`src/rtl/button_counter.sv`:
```
// Debounced push-button press counter driving two 8-bit LED banks.
// Optional auto-repeat while held is enabled by defining HOLD_REPEAT_EN.
module button_counter #(
    parameter int unsigned DEBOUNCE_CYCLES = 1000000,
    parameter int unsigned REPEAT_CYCLES   = 25000000
) (
    input  logic       clock,
    input  logic       reset,
    input  logic       button,
    output logic [7:0] left_leds,
    output logic [7:0] right_leds,
    output logic       press_pulse,
    output logic       pressed
);

    localparam int unsigned DW = (DEBOUNCE_CYCLES > 2) ? $clog2(DEBOUNCE_CYCLES) : 1;
    localparam logic [DW-1:0] DEB_LAST = DW'(DEBOUNCE_CYCLES - 1);

    localparam logic [1:0] IDLE        = 2'd0;
    localparam logic [1:0] DEB_PRESS   = 2'd1;
    localparam logic [1:0] HELD        = 2'd2;
    localparam logic [1:0] DEB_RELEASE = 2'd3;

    // Declaration initialisers give the power-on values without a reset edge.
    logic          sync1_q       = 1'b0;
    logic          sync2_q       = 1'b0;
    logic [1:0]    state_q       = IDLE;
    logic [1:0]    state_d;
    logic [DW-1:0] deb_cnt_q     = '0;
    logic [DW-1:0] deb_cnt_d;
    logic [15:0]   count_q       = 16'h0000;
    logic [15:0]   count_d;
    logic          press_pulse_q = 1'b0;
    logic          press_pulse_d;
    logic          accept;
    logic          bump;

    always_comb begin
        state_d   = state_q;
        deb_cnt_d = deb_cnt_q;
        accept    = 1'b0;
        case (state_q)
            IDLE: begin
                if (sync2_q) begin
                    state_d   = DEB_PRESS;
                    deb_cnt_d = '0;
                end
            end
            DEB_PRESS: begin
                if (!sync2_q) begin
                    state_d   = IDLE;
                    deb_cnt_d = '0;
                end else if (deb_cnt_q == DEB_LAST) begin
                    state_d   = HELD;
                    deb_cnt_d = '0;
                    accept    = 1'b1;
                end else begin
                    deb_cnt_d = deb_cnt_q + 1'b1;
                end
            end
            HELD: begin
                if (!sync2_q) begin
                    state_d   = DEB_RELEASE;
                    deb_cnt_d = '0;
                end
            end
            DEB_RELEASE: begin
                // Returning high here is a release bounce: back to HELD, no count.
                if (sync2_q) begin
                    state_d   = HELD;
                    deb_cnt_d = '0;
                end else if (deb_cnt_q == DEB_LAST) begin
                    state_d   = IDLE;
                    deb_cnt_d = '0;
                end else begin
                    deb_cnt_d = deb_cnt_q + 1'b1;
                end
            end
            default: begin
                state_d   = IDLE;
                deb_cnt_d = '0;
            end
        endcase
    end

`ifdef HOLD_REPEAT_EN
    localparam int unsigned RW = (REPEAT_CYCLES > 2) ? $clog2(REPEAT_CYCLES) : 1;
    localparam logic [RW-1:0] REP_LAST = RW'(REPEAT_CYCLES - 1);

    logic [RW-1:0] rep_cnt_q = '0;
    logic [RW-1:0] rep_cnt_d;
    logic          repeat_fire;

    // Outside steady HELD-high the counter sits at zero, so entering HELD
    // (including from a release bounce) always restarts the repeat period.
    always_comb begin
        rep_cnt_d   = '0;
        repeat_fire = 1'b0;
        if (state_q == HELD && sync2_q) begin
            if (rep_cnt_q == REP_LAST) begin
                repeat_fire = 1'b1;
            end else begin
                rep_cnt_d = rep_cnt_q + 1'b1;
            end
        end
    end

    always_ff @(posedge clock) begin
        if (reset) begin
            rep_cnt_q <= '0;
        end else begin
            rep_cnt_q <= rep_cnt_d;
        end
    end

    assign bump = accept | repeat_fire;
`else
    logic unused_repeat_cycles;
    assign unused_repeat_cycles = ^REPEAT_CYCLES;
    assign bump = accept;
`endif

    assign count_d       = count_q + 16'd1;
    assign press_pulse_d = bump;

    always_ff @(posedge clock) begin
        if (reset) begin
            sync1_q       <= 1'b0;
            sync2_q       <= 1'b0;
            state_q       <= IDLE;
            deb_cnt_q     <= '0;
            count_q       <= 16'h0000;
            press_pulse_q <= 1'b0;
        end else begin
            sync1_q       <= button;
            sync2_q       <= sync1_q;
            state_q       <= state_d;
            deb_cnt_q     <= deb_cnt_d;
            press_pulse_q <= press_pulse_d;
            if (bump) begin
                count_q <= count_d;
            end
        end
    end

    assign left_leds   = count_q[15:8];
    assign right_leds  = count_q[7:0];
    assign press_pulse = press_pulse_q;
    assign pressed     = (state_q == HELD) || (state_q == DEB_RELEASE);

endmodule

```
`config.mk`:
```
export PLATFORM = sky130hd
export DESIGN_NAME = button_counter
export DESIGN_NICKNAME = d
export VERILOG_FILES = /design/src/rtl/button_counter.sv
export SDC_FILE = /design/constraint.sdc
export NUM_CORES = 1
export LEC_CHECK = 0
export BUFFER_PORTS_ARGS = -buffer_cell sky130_fd_sc_hd__buf_2
export CORE_ASPECT_RATIO = 0.8
export CORE_UTILIZATION = 35
export CTS_CLUSTER_SIZE = 25
export DETAILED_ROUTE_END_ITERATION = 7
export PLACE_DENSITY_LB_ADDON = 0.1
export SETUP_SLACK_MARGIN = 0.15
export SLEW_MARGIN = 20
export SYNTH_ARGS = -nofsm -noshare
export SYNTH_HDL_FRONTEND = slang
export SYNTH_SLANG_ARGS = --single-unit
```
`constraint.sdc`:
```
create_clock -name clock -period 6 [get_ports clock]
set_clock_uncertainty 0.2 [all_clocks]
set_input_delay 0 -clock clock [delete_from_list [all_inputs] [get_ports clock]]
set_output_delay 0 -clock clock [all_outputs]
set_load 0.02 [all_outputs]
```
After elaboration in Yosys (flattened, before gate mapping) --
Cells that the tools add are included.
Storage, ports and cells: flip-flop bits (word level) 41, latch bits 0, RAM bits 0, ROM bits 0, bits of input ports 3, word-level logic and storage cells 36, memories 0
Cells by class: add/sub/neg operators 2, multipliers 0, div/mod/pow operators 0, order comparisons 0, equal/unequal tests 8, shifts and indexed selects 0, mux-type cells 16, bitwise gates (word level) 0, reductions and logical operators 4
Operators with widths (number):
- 20-bit 2-to-1 mux | 5
- 20-bit one-hot mux with 4 select lines | 1
- 20-bit by 1-bit adder with 20-bit output, second input constant | 1
- 20-bit == test, second input constant | 1
- 16-bit by 1-bit adder with 16-bit output, second input constant | 1
- 2-bit 2-to-1 mux | 6
- 2-bit one-hot mux with 4 select lines | 1
- 3-bit inequality test, second input constant | 2
- 2-bit == test, second input constant | 2
- 2-bit inequality test, second input constant | 2
- 4-bit AND reduction | 1
- 1-bit 2-to-1 mux | 3
- 2-bit by 1-bit == test with 1-bit output, second input constant | 1
- 2-bit logical NOT | 1
- 2-bit AND reduction | 1
- 1-bit logical OR | 1

Logic depth before layout (Yosys ltp) --
depth in word-level cells 4, mapped depth 8

Least setup slack after synthesis --
Ideal clock, no wire load.
path kind flip-flop to flip-flop, start point register deb_cnt_q[0], end point register deb_cnt_q[18], library setup time 0.062 ns, arrival time 1.689 ns, data required time 5.738 ns, slack 4.049 ns, stages on the path, launching flop included 7, cell sequence dfxtp_1 > ha_1 > nand3_1 > nor4_2 > nand3_1 > or4_1 > nand3_1
On the way: longest elaborated chain between the ends 4, elaborated cells between the ends (all ways) 6
RTL lines:
- start: declaration | RTL line 29 | logic [DW-1:0] deb_cnt_q = '0;
- start signal: assignment | RTL line 138 | deb_cnt_q <= deb_cnt_d;
- 20-bit by 1-bit adder with 20-bit output or 20-bit == test (tied branches)
- 20-bit 2-to-1 mux (*) | RTL line 53, 72
- 20-bit 2-to-1 mux, on equally long branches | RTL line 69, 50
- 20-bit one-hot mux with 4 select lines (*) | RTL line 42 | case (state_q)
Mark *: on every way between the ends. The rest lies on a longest branch, timed or not. A chain may end at the register's enable or synchronous reset.

Worst setup path after layout --
start point register deb_cnt_q[0], end point register deb_cnt_q[19]
The elaborated chain is that of the path after synthesis.

==> impl_metrics.yaml <==
detailed_routing:
  vias_per_cell: 4.970
  drcViolationCount: 0
  ant_nets: 0
  wl_um: 4348
  drtIter0Drc: 61
  dr.pass1.iters: 4
  post_drt_wl_per_cell_um: 12.94
  vias: 1670
global_routing:
  first_global_vias: 1481
  grt_max_degree: 32
  antenna_found_initial: 0
  grt_overflow_total: 0
  grt_usage: 0.1547
  grt_pass1_wl_um: 7389
worst_setup_path:
  slowest_delay_ps: 740
  path_cells: "ha_1, and3_1, and4b_1, a21oi_2, a41oi_1, a31oi_1"
  critPathMaxFanout: 22
  end_kind: "register"
  cp.arrival_ps: 2480
  cp_data_required_time_ps: 6020
  start_kind: "register"
  crit_type: "register to register"
  slowest_stage: "a21oi_2"
synthesis:
  ys_async_sr_fraction: 0
  synth-edff-count: 0
  synth_most_common_cell: "dfxtp_1"
  synth_warnings: 0
  synthCells: 238
  avgSynthCellArea_um2: 8.606
  synth_sequential_area_ratio: 0.4007
  synth-main-ff-cell: "dfxtp_1"
  ys_seq_elements: 41
  ys_top_cells_by_count: "dfxtp_1 (41), nor2_1 (27), nand2_1 (17)"
  synth_top_cell_area_share: 0.4007
  ys_types: 45
  yosysTopAreaCell: "dfxtp_1"
  synth_nets: 243
  synth_area_um2: 2048
  synth_top_cells_by_area: "dfxtp_1 (40%), xnor2_1 (5.1%), nor2_1 (4.9%), nand3_1 (3.7%), nand2_1 (3.1%)"
layout:
  regArea_um2: 820.8
  fillers: 578
  area_growth_pct: 13.38
  drive_above_1_share: 0.1550
  multi_input_area_um2: 1150
  antenna_cells: 0
  instances_no_fill: 336
  final_nets: 262
floorplanning:
  die-width_um: 87.53
  dieArea_um2: 6164
  fp.dieH_um: 70.42
  initial_core_util: 0.3687
  fp-row-count: 24
  core_um2: 5555
  ioPinCount: 21
sta:
  period_minus_slack_ps: 2458
  hold_violations: 0
  tightest_slew_ps: 944.1
  relSlewSlack: 0.3658
  fin_tns_setup_ps: 0
  layout_setup_ws_ps: 3542
  max_clock_freq_mhz: 406.8
  setup_viol_count_final: 0
  min_period_over_period: 0.4097
  rsz0062_at_grt: "false"
  maxSlewViolCount: 0
cts:
  cts_num_sinks: 41
  clockBufferDepth: 2
  cts_made_buffers: 5
  cts.clk_slew.worst_paths_ps: 80
  root_buffer: "clkbuf_8"
  ctsHtreeMaxLevel: 2
  cts_tree: "done"
  worstSkewPairLatency_ps: 290
  cts_resized: 0
run:
  max_cap_viol_count: 0
power_and_ir_drop:
  vdd.ir_drop.worst_mv: 0.1022
  power_density_nw_per_um2: 210.5
  power_leakage_uw: 0.0008038
placed_design:
  portBuffers: 20
  dpl.cell_count: 325
  post-place-ws_ps: 3560
  gp_congestion: 0.7104
  dp_hpwl_um: 3058
outcome:
  run_status: "complete, no violations"
hold_path:
  hold_class: "register to register"
[layer usage]
layer  vias up  share of wire  GRT usage  wire length (µm)
li1        891              -          -                 -
met3         5          0.045    0.03783               197
met2        30           0.38     0.2075              1657
met4         0          0.010    0.04372                44
met5         -              0          0                 0
met1       744           0.56     0.2396              2449
[flip-flops by register name, indices dropped and copies added (netlist names), named ones only]
signal / flops
deb_cnt_q: 20
press_pulse: 1
count_q: 16
state_q: 1
sync2_q: 1
sync1_q: 1
[report_power, final]
group	internal (µW)	leakage [µW]	switching [µW]
Sequential	273	0.000331	1.60
Combinational	4.88	0.000419	9.97
Clock	104	0.0000542	95.3
[metrics by stage]
| step | total power [µW] | instance area (µm²) | hold WS (ps) | util |
|---|---|---|---|---|
| floorplan | 291.0 | 2048 | -71.82 | - |
| CTS | 496.2 | 2322 | 244.7 | 0.4180 |
| global placement | 294.7 | 2191 | 11.43 | 0.3944 |
| finish | 488.8 | 2322 | 239.4 | 0.4180 |
| global route | 510.0 | 2322 | 275.1 | 0.4180 |
| detailed placement | 294.7 | 2191 | 21.84 | 0.3944 |
[cell usage in the layout (no fill, tap or decap), types with 2 or more instances in the layout]
cell type / n
xor2_1: 4
nor4_1: 4
nor4b_4: 2
xnor2_1: 12
nand3b_1: 2
nor2_1: 27
nor4_2: 2
a41oi_1: 2
mux2_2: 2
a31oi_1: 10
a22o_1: 4
or2_2: 2
ha_1: 2
buf_2: 20
and2_1: 2
and4_1: 3
nand2_1: 17
nor2b_1: 5
dfxtp_1: 41
nor3_1: 10
or3_1: 3
o21ai_0: 11
inv_1: 6
nand4_1: 7
a21oi_1: 8
and3_1: 3
nand3_1: 15
nand4b_1: 2
clkbuf_8: 7
mux2i_1: 2
dlygate4sd3_1: 3
nand2b_1: 5
[final timing paths]
kind	startpoint	end	slack, ps	depth (start not counted)
worst min-delay path	sync1_q	sync2_q	240	1
worst max-delay path	deb_cnt_q[0]	deb_cnt_q[19]	3540	6
worst max register to register	deb_cnt_q[0]	deb_cnt_q[19]	3540	6
worst min register to register	sync1_q	sync2_q	240	1
[what timing repair did]
action / CTS / global route
endpoints found under the hold margin: 17 / 0
hold buffers: 3 / 0
setup buffers: 0 / 0
[layout make-up]
cell class,instances,share of cell area
clock buffer,7,0.04149
multi-input combinational,180,0.4951
timing repair buffer,23,0.05603
inverter,6,0.009698
sequential,41,0.3534
tap,78,0.04203
clock inverter,1,0.002155
[cell families (layout without fill, tap and decap cells)]
kind of cell,count (synthesis),after routing,share of synthesized area
mux,4,4,0.02077
buf+inv,17,37,0.03787
xor+xnor,17,17,0.07636
simple gates,118,118,0.3341
flops,41,41,0.4007
compound gates,39,39,0.1179
fa+ha+maj,2,2,0.01222
[worst max-delay path, delay by kind of cell, from the launching register on]
family,cells,cell delay (ps)
flip-flops,1,350
AND/OR/NAND/NOR,2,450
adder cells (fa/ha/maj),1,250
AO/OA/AOI/OAI,3,1150
Power figures use the tool's default switching activity.
